[config.mk]
export PLATFORM = sky130hd
export DESIGN_NAME = demux_1xn_stream
export DESIGN_NICKNAME = d
export VERILOG_FILES = /design/src/rtl/demux_1xn_stream.sv
export SDC_FILE = /design/constraint.sdc
export NUM_CORES = 1
export LEC_CHECK = 0
export ABC_AREA = 1
export CAP_MARGIN = 25
export CORE_UTILIZATION = 51
export CTS_CLUSTER_SIZE = 20
export DETAILED_ROUTE_END_ITERATION = 10
export PLACE_DENSITY = 0.84
export SLEW_MARGIN = 20
export SYNTH_ARGS = -nofsm -noshare
export SYNTH_HDL_FRONTEND = slang
export SYNTH_SLANG_ARGS = --single-unit
[constraint.sdc]
create_clock -name clk -period 2.6 [get_ports clk]
set_input_delay 0.39 -clock clk [delete_from_list [all_inputs] [get_ports clk]]
set_output_delay 0.39 -clock clk [all_outputs]
set_load 0.005 [all_outputs]
[src/rtl/demux_1xn_stream.sv]
// Registered 1-to-N stream demultiplexer with per-channel valid/ready and a round-robin mode.
// Optional sticky out-of-range select flag enabled by defining DEMUX_SEL_ERR_EN.

module demux_1xn_stream_lane #(
    parameter int WIDTH = 8
) (
    input  logic             clk,
    input  logic             rst_n,
    input  logic             load,
    input  logic [WIDTH-1:0] ld_data,
    input  logic             out_ready,
    output logic [WIDTH-1:0] out_data,
    output logic             out_valid
);
    // A load on the same edge as a drain keeps the slot full: full throughput.
    always_ff @(posedge clk) begin
        if (!rst_n) begin
            out_valid <= 1'b0;
            out_data  <= '0;
        end else if (load) begin
            out_valid <= 1'b1;
            out_data  <= ld_data;
        end else if (out_ready) begin
            out_valid <= 1'b0;
        end
    end
endmodule

module demux_1xn_stream #(
    parameter int WIDTH = 8,
    parameter int N     = 4,
    parameter int SELW  = 2
) (
    input  logic               clk,
    input  logic               rst_n,
    input  logic               mode,
    input  logic [WIDTH-1:0]   in_data,
    input  logic [SELW-1:0]    in_sel,
    input  logic               in_valid,
    output logic               in_ready,
    output logic [N*WIDTH-1:0] out_data,
    output logic [N-1:0]       out_valid,
    input  logic [N-1:0]       out_ready,
    output logic [SELW-1:0]    rr_ptr,
    output logic               busy
`ifdef DEMUX_SEL_ERR_EN
    ,
    output logic               sel_err
`endif
);
    logic [SELW-1:0] tgt;
    logic [N-1:0]    load;
    logic            tgt_rdy;
    logic            accept;

    assign tgt = mode ? rr_ptr : in_sel;

    // A target with no matching lane is out of range: always ready, nothing loaded.
    always_comb begin
        tgt_rdy = 1'b1;
        for (int k = 0; k < N; k++) begin
            if (tgt == SELW'(k)) tgt_rdy = ~out_valid[k] | out_ready[k];
        end
    end

    assign in_ready = tgt_rdy;
    assign accept   = in_valid & tgt_rdy;
    assign busy     = |out_valid;

    for (genvar k = 0; k < N; k++) begin : g_lane
        assign load[k] = accept & (tgt == SELW'(k));

        demux_1xn_stream_lane #(.WIDTH(WIDTH)) u_lane (
            .clk       (clk),
            .rst_n     (rst_n),
            .load      (load[k]),
            .ld_data   (in_data),
            .out_ready (out_ready[k]),
            .out_data  (out_data[k*WIDTH +: WIDTH]),
            .out_valid (out_valid[k])
        );
    end

    always_ff @(posedge clk) begin
        if (!rst_n)
            rr_ptr <= '0;
        else if (accept & mode)
            rr_ptr <= (rr_ptr == SELW'(N-1)) ? '0 : rr_ptr + SELW'(1);
    end

`ifdef DEMUX_SEL_ERR_EN
    // Accepted but no lane loaded means the select was out of range.
    always_ff @(posedge clk) begin
        if (!rst_n)
            sel_err <= 1'b0;
        else if (accept & ~|load)
            sel_err <= 1'b1;
    end
`endif
endmodule

==> results of run 1 <==
-- routing by layer --
| metal | GRT usage [%] | up-vias | wire, um | share of wire, % |
|---|---|---|---|---|
| met5 | 0 | - | 0 | 0 |
| met4 | 11.7 | 0 | 90 | 2.0 |
| met2 | 39.3 | 59 | 2080 | 45 |
| met3 | 5.11 | 8 | 269 | 5.8 |
| li1 | - | 985 | - | - |
| met1 | 30.9 | 821 | 2170 | 47 |
-- final timing paths --
kind / start / endpoint / slack, ns / cells after the start
min: g_lane[3].u_lane.out_data[7] / g_lane[3].u_lane.out_data[7] / 0.44 / 2
max: mode / in_ready / 0.13 / 8
max reg2reg: rr_ptr[0] / g_lane[2].u_lane.out_data[5] / 0.81 / 11
min reg2reg: g_lane[3].u_lane.out_data[7] / g_lane[3].u_lane.out_data[7] / 0.44 / 2
-- worst reg2reg max path: cells and delay by family, from the launching register on --
family	cells	cell delay, ns
buf+inv	3	0.40
simple gates	8	0.93
flops	1	0.40
-- cells by family (layout without fill, tap and decap cells) --
family	count (synthesis)	count (layout)	share of synthesized area, %
flip-flops	38	38	38.0
adder cells (fa/ha/maj)	1	1	0.625
AND/OR/NAND/NOR	141	141	35.6
buffers and inverters	95	147	20.7
AO/OA/AOI/OAI	20	20	5.00
-- registers in the layout (all words and copies together) (netlist names) --
register	count
g_lane.u_lane.out_valid	4
g_lane.u_lane.out_data	32
rr_ptr	2
-- where the power goes --
part / leakage [uW] / switching, uW / internal [uW]
Sequential: 0.000312 / 23.9 / 627
Combinational: 0.000901 / 171 / 167
Clock: 0.0000431 / 194 / 204
-- placed cells by master (no fill, tap or decap), types with 3 or more instances in the layout --
cell type | Yosys | layout
sky130_fd_sc_hd__clkdlybuf4s50_1 | 0 | 57
sky130_fd_sc_hd__nand3_4 | 3 | 3
sky130_fd_sc_hd__buf_4 | 7 | 4
sky130_fd_sc_hd__inv_1 | 77 | 77
sky130_fd_sc_hd__nor2_1 | 32 | 32
sky130_fd_sc_hd__nand2_4 | 3 | 3
sky130_fd_sc_hd__nand3_1 | 4 | 4
sky130_fd_sc_hd__inv_2 | 3 | 3
sky130_fd_sc_hd__a21oi_1 | 12 | 12
sky130_fd_sc_hd__dfxtp_1 | 38 | 38
sky130_fd_sc_hd__clkbuf_8 | 0 | 6
sky130_fd_sc_hd__nand2_1 | 62 | 62
sky130_fd_sc_hd__o21ai_0 | 8 | 8
sky130_fd_sc_hd__nand4_1 | 26 | 26
sky130_fd_sc_hd__nor2_2 | 4 | 4
sky130_fd_sc_hd__nand2_2 | 4 | 4
-- through the flow --
step | worst slack (ns) | area [sq um] | hold WS (ns) | util (%)
after floorplan | 1.14 | 2000 | 0.440 | -
after global placement | 0.193 | 2550 | 0.432 | 68.6
after detailed placement | 0.122 | 2550 | 0.436 | 68.6
after CTS | 0.127 | 2630 | 0.447 | 70.8
after global routing | 0.0411 | 2630 | 0.473 | 70.8
final | 0.132 | 2630 | 0.444 | 70.8
-- cells in the mapped netlist (2+ instances only) --
master                      n  area [sq um]
sky130_fd_sc_hd__nand3_1    4          20.0
sky130_fd_sc_hd__nand4_1   26           163
sky130_fd_sc_hd__inv_2      3          11.3
sky130_fd_sc_hd__a21oi_1   12          60.1
sky130_fd_sc_hd__buf_2      3          15.0
sky130_fd_sc_hd__nor2_2     4          25.0
sky130_fd_sc_hd__nand2_2    4          25.0
sky130_fd_sc_hd__clkbuf_1   2          7.51
sky130_fd_sc_hd__nand2_4    3          33.8
sky130_fd_sc_hd__inv_1     77           289
sky130_fd_sc_hd__nand3_4    3          52.6
sky130_fd_sc_hd__dfxtp_1   38           761
sky130_fd_sc_hd__nor2_1    32           120
sky130_fd_sc_hd__buf_4      7          52.6
sky130_fd_sc_hd__o21ai_0    8          40.0
sky130_fd_sc_hd__nand2_1   62           233
-- final cells by class --
class / count / area (sq um) / share of cell area [%]
well taps: 48 / 60.1 / 2.28
inverters: 80 / 300 / 11.4
flip-flops and latches: 38 / 761 / 28.9
repair buffers: 61 / 601 / 22.8
clock buffers: 6 / 82.6 / 3.14
multi-input cells: 162 / 826 / 31.4
==> summary.md, run 1 <==
| Metric | Value |
|---|---|
| Clock tree sinks | 38 |
| DIE HEIGHT | 64.6 um |
| Cell family with the largest share of critical-path delay | buffers and inverters |
| DRC violation total after the first TritonRoute iteration | 122 |
| CTS tree | built |
| Wire length of the first global-routing pass | 7730 um |
| Max frequency | 405 MHz |
| Post-synthesis sequential element count | 38 |
| Count of cell types in the netlist | 23 |
| Pin count of the biggest net entering global routing | 30 |
| Detailed-route wire length per cell | 11.7 um |
| Clock insertion delay at the later pin of the skew report | 0.29 ns |
| Synth warnings | 0 |
| Cells after DPL | 389 |
| Fillcell total | 329 |
| Antenna Violating Nets Remaining | 0 |
| Bufs on Longest Clock Path | 2 |
| GRT Total Usage | approximately 24% |
| Post-synth EDFFs | 0 |
| Sequential share of the synthesized area | 38.0% |
| Worst supply voltage drop on vdd | 0.400 mV |
| Post-layout nets | 367 |
| Worst rel slew slack | 62.5% |
| Max Clock Skew | 0.00175 ns |
| Layout Cells excl Fill | 395 |
| Critical Path Most Common Cell | sky130_fd_sc_hd__clkdlybuf4s50_1 |
| Count of port buffers added during placement | 57 |
| Count of hold buffers inserted by post-cts repair | 0 |
| Total congestion overflow | 0 |
| I/O pin cnt | 58 |
| Vias | around 1900 |
| Number of buffer and inverter stages on the critical path | 3 |
| Critical-path top delay cell | sky130_fd_sc_hd__clkdlybuf4s50_1 |
| Final cycle utilization of the critical path | between 90% and 100% |
| Hold/Removal Path Class | flop to flop |
| Share of cells above drive strength 1 | under 10% |
| First drt pass iteration count | 4 |
| Area of the die | ~0.0042 sq mm |
| Maximum capacitance violations | 0 |
| Post CTS Setup Buffer Count | 0 |
| Synthesized net count | roughly 310 |
| Overall power consumption | 1390 uW |
| Starting Density | 53.8% |
| Average instance area after synthesis | 6.78 sq um |
| Level count of the clock H-tree | 2 |
| Post-route minimum period | between 2 and 2.5 ns |
| Data required time of the worst path | between 2 and 2.5 ns |
| Post-synthesis cell count | 295 |
| Number of global-route vias before repair | around 1800 |
| Die extent in x | between 60 and 70 um |
| Leakage power | 0.00126 uW |
| Floorplan core area | around 0.0037 sq mm |
| Number of setup violations in the final report | 0 |
| Detail Placement HPWL | 3280 um |
| Number of vias per cell | 4.74 |
| Number of remaining DRC errors | 0 |
| Slowest Stage Delay on Critical Path | 0.58 ns |
| Worst-path maximum fanout | 6 |
| Clock Root Buffer | sky130_fd_sc_hd__clkbuf_8 |
| Quantity of gates resized following cts | 0 |
| Ys flop type | sky130_fd_sc_hd__dfxtp_1 |
| Final Slew Violations | 0 |
| Run status | complete, no violations |
| Placer's final routability congestion estimate | 0.872 |
| Clock-pin slew on the worst setup and hold paths | around 0.070 ns |
| Syn Std Cell Area | roughly 0.002 sq mm |
| Post-detailed-routing wire length | 4610 um |
| Critical path class | input pin to primary output |
| Share of flip-flops with an asynchronous set or reset after synthesis | 0% |
| Area growth from synthesis to layout | 31.5% |
| Final hold viol count | 0 |
| Slew @ Worst Pin | 0.562 ns |
| Antenna diode count | 0 |
| RSZ-0062 raised after global routing | no |
| Count of standard-cell rows | 22 |
| Number of buffers created by CTS | 5 |
| Final TNS setup | 0 ns |
| Cell Chain, Critical Path | clkdlybuf4s50_1 -> inv_2 -> nand2_1 -> nand2_2 -> nand3_1 -> nand3_2 -> nor2_4 -> clkdlybuf4s50_1 |
| Nature of the critical path startpoint | input pin |
| Number of antenna violations at the first check in global routing | 0 |
| CP endpoint kind | primary output |
| Arrival time at the worst endpoint | 2.08 ns |
| Pwr Density | 528 mW/mm^2 |
(Power assumes the default switching activity.)
==> run 2, diff against run 1 <==
--- a/config.mk
+++ b/config.mk
@@ -7,6 +7,7 @@
 export LEC_CHECK = 0
 export ABC_AREA = 1
 export CAP_MARGIN = 25
+export CORE_MARGIN = 4
 export CORE_UTILIZATION = 51
 export CTS_CLUSTER_SIZE = 20
 export DETAILED_ROUTE_END_ITERATION = 10
==> run 2 against run 1 <==
Compared with the run above: die area increased by 19%; total power increased by 0.74%; via count decreased by 1.8%; wire length increased by 1.0%; cell count increased by 0.51%; first-iteration DRC count decreased by 20%; combinational power about the same; sequential power about the same; core utilization increased by 0.30 points; register-to-register slack got worse by 0.06 ns; maximum frequency increased by 4.1%; global-route usage decreased by 6.0 points; largest cell class unchanged.
==> summary.md, run 2 (synthesis results as in run 1) <==
| Metric | Value |
|---|---|
| Run status | complete, no violations |
| Number of flip-flops in the largest register | 32 (unchanged) |
| Arrival time at the worst endpoint | 1.98 ns (-0.10 ns) |
| RSZ-0062 raised after global routing | no |
| Final Slew Violations | 0 (unchanged) |
| Maximum capacitance violations | 0 (unchanged) |
| Cells after DPL | 389 (unchanged) |
| Vias | 1840 (-1.8%) |
| Die extent in x | 70.6 um (+9.3%) |
| Final cycle utilization of the critical path | 91.2% (-3.7 points) |
| Clock tree sinks | 38 (unchanged) |
| Leakage power | 0.00127 uW (+1.1%) |
| Area growth from synthesis to layout | 32.0% |
| Max frequency | 422 MHz (+4.1%) |
| Post CTS Setup Buffer Count | 0 (unchanged) |
| First drt pass iteration count | 4 (unchanged) |
| Antenna Violating Nets Remaining | 0 (unchanged) |
| Detail Placement HPWL | 3390 um (+3.4%) |
| Nature of the critical path startpoint | input pin |
| DRC violation total after the first TritonRoute iteration | 97 (-20%) |
| Worst R2R Setup Slack | 0.75 ns (-0.06 ns) |
| Count of standard-cell rows | 22 (unchanged) |
| Clock Root Buffer | sky130_fd_sc_hd__clkbuf_8 |
| Post-detailed-routing wire length | 4650 um (+1.0%) |
| Final hold viol count | 0 (unchanged) |
| Count of hold buffers inserted by post-cts repair | 0 (unchanged) |
| Number of global-route vias before repair | 1662 (-5.3%) |
| Worst supply voltage drop on vdd | 0.427 mV (+7.0%) |
| Cells on Worst Hold Path | 2 (unchanged) |
| Hold/Removal Path Class | flop to flop |
| CP endpoint kind | primary output |
| Pin count of the biggest net entering global routing | 30 (unchanged) |
| Detailed-route wire length per cell | 11.7 um (+0.51%) |
| Antenna diode count | 0 (unchanged) |
| Commonest non-fill, non-tap cell in the layout | sky130_fd_sc_hd__inv_1 |
| Slew @ Worst Pin | 0.526 ns (-0.0360 ns) |
| Post-placement worst setup slack | 0.118 ns (-0.00392 ns) |
| Layout Cells excl Fill | 397 (+0.51%) |
| Leading cell types in the layout, fill and taps excluded | sky130_fd_sc_hd__inv_1, sky130_fd_sc_hd__nand2_1, sky130_fd_sc_hd__clkdlybuf4s50_1 |
| Largest register by flop count | g_lane.u_lane.out_data |
| Level count of the clock H-tree | 2 (unchanged) |
| Number of buffers created by CTS | 5 (unchanged) |
| Number of vias per cell | 4.63 (-2.3%) |
| Post-layout nets | 367 (unchanged) |
| Area of the die | 0.00499 sq mm (+19%) |
| Starting Density | 53.8% (unchanged) |
| Max Clock Skew | 0.00471 ns (+0.00296 ns) |
| Post-route minimum period | 2.37 ns (-0.0970 ns) |
| Reg-to-Reg Start | rr_ptr[0] |
| Clock-pin slew on the worst setup and hold paths | 0.07 ns (about the same) |
| Number of setup violations in the final report | 0 (unchanged) |
| Total congestion overflow | 0 (unchanged) |
| Worst-path maximum fanout | 4 (-2) |
| I/O pin cnt | 58 (unchanged) |
| Worst R2R End | g_lane[2].u_lane.out_data[6] |
| CTS tree | built |
| Share of the core filled with cells in the final layout | 71.1% (+0.30 points) |
| Wire length of the first global-routing pass | 7520 um (-2.7%) |
| Data required time of the worst path | 2.21 ns (about the same) |
| Registers with the highest flip-flop counts | g_lane.u_lane.out_data: 32 flops, g_lane.u_lane.out_valid: 4 flops, rr_ptr: 2 flops |
| GRT Total Usage | 18.4% (-6.0 points) |
| DIE HEIGHT | 70.6 um (+9.3%) |
| Final TNS setup | 0 ns (unchanged) |
| Floorplan core area | 0.00372 sq mm (unchanged) |
| Placer's final routability congestion estimate | 0.849 (-2.6%) |
| Startpoint of the worst hold path | g_lane[3].u_lane.out_data[2] |
| Pwr Density | 529 mW/mm^2 (+0.31%) |
| Hold Crit Endpoint | g_lane[3].u_lane.out_data[2] |
| Number of antenna violations at the first check in global routing | 0 (unchanged) |
| Clock insertion delay at the later pin of the skew report | 0.28 ns (about the same) |
| Share of cells above drive strength 1 | 8.88% (+0.24 points) |
| Length in cells of the worst reg-to-reg path | 11 (unchanged) |
| Bufs on Longest Clock Path | 2 (unchanged) |
| Post-route setup slack | 0.229 ns (+0.0970 ns) |
| Critical path class | input pin to primary output |
| Number of remaining DRC errors | 0 (unchanged) |
| Count of port buffers added during placement | 57 (unchanged) |
| Worst rel slew slack | 64.9% (+2.4 points) |
run 2: changes by cell type in the layout (fill, tap and decap cells not counted):
| cell | previous run | this run |
|---|---|---|
| sky130_fd_sc_hd__dlymetal6s2s_1 | 0 | 1 |
| sky130_fd_sc_hd__clkbuf_1 | 0 | 1 |
| sky130_fd_sc_hd__clkinv_2 | 0 | 1 |
| sky130_fd_sc_hd__clkdlybuf4s50_1 | 57 | 56 |
run 2: worst max-delay path by stage:
stage | start | to | slack (ns) | depth (start not counted)
finish | in_sel[0] | in_ready | 0.23 | 8
global route | in_sel[0] | in_ready | 0.16 | 8
CTS | mode | in_ready | 0.12 | 8
detailed placement | mode | in_ready | 0.12 | 8
global placement | mode | in_ready | 0.19 | 8
floorplan | mode | in_ready | 1.14 | 8
run 2: layout make-up:
cell class	count	area, sq um
Inverter	80	300
Sequential cell	38	761
Tap cell	48	60.1
Timing Repair Buffer	61	603
Clock buffer	7	86.3
Clock inverter	1	5.00
Multi-Input combinational cell	162	826
Fill cell	324	1070
run 2: worst max-delay path, stage by stage:
cell and delay [ns]:
sky130_fd_sc_hd__clkdlybuf4s50_1 0.54, sky130_fd_sc_hd__inv_1 0.05, sky130_fd_sc_hd__nand2_1 0.07, sky130_fd_sc_hd__nand2_2 0.08
sky130_fd_sc_hd__nand3_1 0.13, sky130_fd_sc_hd__nand3_2 0.12, sky130_fd_sc_hd__nor2_4 0.10, sky130_fd_sc_hd__clkdlybuf4s50_1 0.50
run 2: timing repair:
item | CTS | global route
endpoints found under the setup margin | 0 | 1
resized for setup | 0 | 1
endpoints found under the hold margin | 0 | 0
run 2: report_power, final:
| group | switching (uW) | internal, uW |
|---|---|---|
| Combinational | 171 | 167 |
| Sequential | 24.4 | 626 |
| Clock | 196 | 214 |
| Total | 391 | 1010 |
run 2: layer usage:
metal,share of wire [%],track usage [%]
met3,5.7,4.97
met1,49,25.3
met5,0,0
met4,1.5,4.59
met2,44,28.6
run 2: metrics by stage:
stage | total power, uW | hold WS [ns] | cell area, sq um
final | 1400 | 0.445 | 2640
after global routing | 1470 | 0.471 | 2640
after CTS | 1400 | 0.448 | 2640
after detailed placement | 999 | 0.437 | 2550
after global placement | 992 | 0.432 | 2550
after floorplan | 854 | 0.440 | 2000
==> run 3, diff against run 2 <==
--- a/config.mk
+++ b/config.mk
@@ -8,10 +8,11 @@
 export ABC_AREA = 1
 export CAP_MARGIN = 25
 export CORE_MARGIN = 4
-export CORE_UTILIZATION = 51
+export CORE_UTILIZATION = 53
+export CTS_BUF_LIST = sky130_fd_sc_hd__clkbuf_4 sky130_fd_sc_hd__clkbuf_8
 export CTS_CLUSTER_SIZE = 20
 export DETAILED_ROUTE_END_ITERATION = 10
-export PLACE_DENSITY = 0.84
+export PLACE_DENSITY = 0.87
 export SLEW_MARGIN = 20
 export SYNTH_ARGS = -nofsm -noshare
 export SYNTH_HDL_FRONTEND = slang
==> run 3 against run 2 <==
Compared with the run above: register-to-register slack better by 0.11 ns; clock power is 4% lower; die area is 3.3% lower; worst hold slack hardly changed; largest power group unchanged; highest routed layer unchanged.
==> summary.md, run 3 (synthesis results as in run 1) <==
| Metric | Value |
|---|---|
| Run status | complete, no violations |
| Post CTS Setup Buffer Count | 0 (unchanged) |
| Post-route setup slack | 0.120 ns (-0.108 ns) |
| Wire length of the first global-routing pass | 7730 um (+2.8%) |
| Level count of the clock H-tree | 2 (unchanged) |
| Max Clock Skew | 0.00185 ns (-0.00286 ns) |
| Post-detailed-routing wire length | 4560 um (-2.0%) |
| Placed Instance Area | 0.00254 sq mm (-0.29%) |
| Overall power consumption | 1380 uW (-1.3%) |
| Number of buffers created by CTS | 5 (unchanged) |
| Area of the die | 0.00482 sq mm (-3.3%) |
| Slew @ Worst Pin | 0.537 ns (+0.0113 ns) |
| Number of antenna violations at the first check in global routing | 0 (unchanged) |
| CP endpoint kind | primary output |
| Leading cell types in the layout, fill and taps excluded | sky130_fd_sc_hd__inv_1, sky130_fd_sc_hd__nand2_1, sky130_fd_sc_hd__clkdlybuf4s50_1 |
| Detail Placement HPWL | 3410 um (+0.58%) |
| Worst Hold Slack | 0.445 ns (-0.000110 ns) |
| Max frequency | 403 MHz (-4.4%) |
| Final Slew Violations | 0 (unchanged) |
| Number of setup violations in the final report | 0 (unchanged) |
| Commonest non-fill, non-tap cell in the layout | sky130_fd_sc_hd__inv_1 |
| Worst supply voltage drop on vdd | 0.420 mV (-1.6%) |
| Clock-pin slew on the worst setup and hold paths | 0.07 ns (about the same) |
| Share of cells above drive strength 1 | 8.38% (-0.50 points) |
| Pin count of the biggest net entering global routing | 36 (+20%) |
| Starting Density | 54.6% (+0.81 points) |
| Nature of the critical path startpoint | input pin |
| Pwr Density | 526 mW/mm^2 (-0.62%) |
| Final cycle utilization of the critical path | 95.4% (+4.2 points) |
| I/O pin cnt | 58 (unchanged) |
| Number of flip-flops in the largest register | 32 (unchanged) |
| RSZ-0062 raised after global routing | no |
| Number of vias per cell | 4.69 (+1.2%) |
| Area growth from synthesis to layout | 31.1% |
| Count of standard-cell rows | 22 (unchanged) |
| Total congestion overflow | 0 (unchanged) |
| Clock Root Buffer | sky130_fd_sc_hd__clkbuf_8 |
| First drt pass iteration count | 4 (unchanged) |
| CTS tree | built |
| Critical-path top delay cell | sky130_fd_sc_hd__clkdlybuf4s50_1 |
| Count of hold buffers inserted by post-cts repair | 0 (unchanged) |
| Worst rel slew slack | 64.1% (-0.74 points) |
| Worst-path maximum fanout | 6 (+2) |
| Post-route minimum period | 2.48 ns (+0.108 ns) |
| Floorplan core area | 0.00366 sq mm (-1.5%) |
| DIE HEIGHT | 69.4 um (-1.7%) |
| Data required time of the worst path | 2.21 ns (about the same) |
| Count of port buffers added during placement | 57 (unchanged) |
| Quantity of gates resized following cts | 0 (unchanged) |
| Cell family with the largest share of critical-path delay | buffers and inverters |
| Antenna diode count | 0 (unchanged) |
| Number of buffer and inverter stages on the critical path | 3 (unchanged) |
| Final hold viol count | 0 (unchanged) |
| Hold/Removal Path Class | flop to flop |
| Area of all placed cells without fillers | 0.00262 sq mm (-0.71%) |
| Number of remaining DRC errors | 0 (unchanged) |
| Number of global-route vias before repair | 1774 (+6.7%) |
| Slowest Stage Delay on Critical Path | 0.59 ns (+0.05 ns) |
| Critical path class | input pin to primary output |
| Vias | 1848 (+0.43%) |
| Clock tree sinks | 38 (unchanged) |
| Largest register by flop count | g_lane.u_lane.out_data |
| Registers with the highest flip-flop counts | g_lane.u_lane.out_data: 32 flops, g_lane.u_lane.out_valid: 4 flops, rr_ptr: 2 flops |
| Placer's final routability congestion estimate | 0.886 (+4.3%) |
| Post-layout nets | 366 (-0.27%) |
| GRT Total Usage | 19.6% (+1.2 points) |
| Antenna Violating Nets Remaining | 0 (unchanged) |
| Cell Chain, Critical Path | clkdlybuf4s50_1 -> inv_2 -> nand2_2 -> nand2_4 -> nand3_1 -> nand3_2 -> nor2_4 -> clkdlybuf4s50_1 |
| Leakage power | 0.00125 uW (-1.5%) |
| Die extent in x | 69.4 um (-1.7%) |
| Arrival time at the worst endpoint | 2.09 ns (+0.11 ns) |
| Post-placement worst setup slack | 0.103 ns (-0.0150 ns) |
| Final TNS setup | 0 ns (unchanged) |
| Bufs on Longest Clock Path | 2 (unchanged) |
| Critical Path Most Common Cell | sky130_fd_sc_hd__clkdlybuf4s50_1 |
| Detailed-route wire length per cell | 11.6 um (-1.2%) |
| Maximum capacitance violations | 0 (unchanged) |
| DRC violation total after the first TritonRoute iteration | 160 (+65%) |
| Clock insertion delay at the later pin of the skew report | 0.28 ns (about the same) |
[run 3: cell count changes in the layout (fill, tap and decap cells not counted), sizes merged]
cell | before | now
clkbuf | 7 | 6
buf | 4 | 3
clkinv | 1 | 0
clkdlybuf4s50 | 56 | 57
dlymetal6s2s | 1 | 0
[run 3: per-layer routing]
metal / wire (um) / track usage [%]
met4: 51 / 5.86
met2: 2090 / 32.8
met3: 286 / 5.22
met5: 0 / 0
met1: 2140 / 24.5
[run 3: area by class of cell]
cell class | instances | area (sq um)
Clock buffer | 6 | 82.6
Fill cell | 318 | 1040
Inverter | 80 | 300
Multi-Input combinational cell | 162 | 826
Sequential cell | 38 | 761
Tap cell | 48 | 60.1
Timing Repair Buffer | 60 | 593
[run 3: worst reg2reg max path: stages, from the launching register on]
cell and delay, ns:
sky130_fd_sc_hd__dfxtp_1 0.38, sky130_fd_sc_hd__inv_1 0.06, sky130_fd_sc_hd__nand2_1 0.10, sky130_fd_sc_hd__nand2_2 0.10, sky130_fd_sc_hd__nand3_1 0.11, sky130_fd_sc_hd__nand3_2 0.11, sky130_fd_sc_hd__nor2_4 0.10, sky130_fd_sc_hd__buf_4 0.30
sky130_fd_sc_hd__nand3_4 0.18, sky130_fd_sc_hd__nand2_1 0.09, sky130_fd_sc_hd__inv_1 0.04, sky130_fd_sc_hd__nor2_1 0.11
[run 3: report_power, final]
group          internal, uW  switching (uW)
combinational           167             169
sequential              627            23.7
clock                   204             189
total                   997             382
[run 3: stage by stage]
step	instances	util, %
final	394	71.6
after floorplan	295	-
after global routing	394	71.6
after CTS	394	71.6
after global placement	388	69.4
after detailed placement	388	69.4
[run 3: path summary, 6_finish.rpt]
path / from / endpoint / slack [ns] / cells past startpoint
max: mode / in_ready / 0.12 / 8
min: g_lane[3].u_lane.out_data[5] / g_lane[3].u_lane.out_data[5] / 0.45 / 2
max reg2reg: rr_ptr[0] / g_lane[0].u_lane.out_data[3] / 0.86 / 11
min reg2reg: g_lane[3].u_lane.out_data[5] / g_lane[3].u_lane.out_data[5] / 0.45 / 2
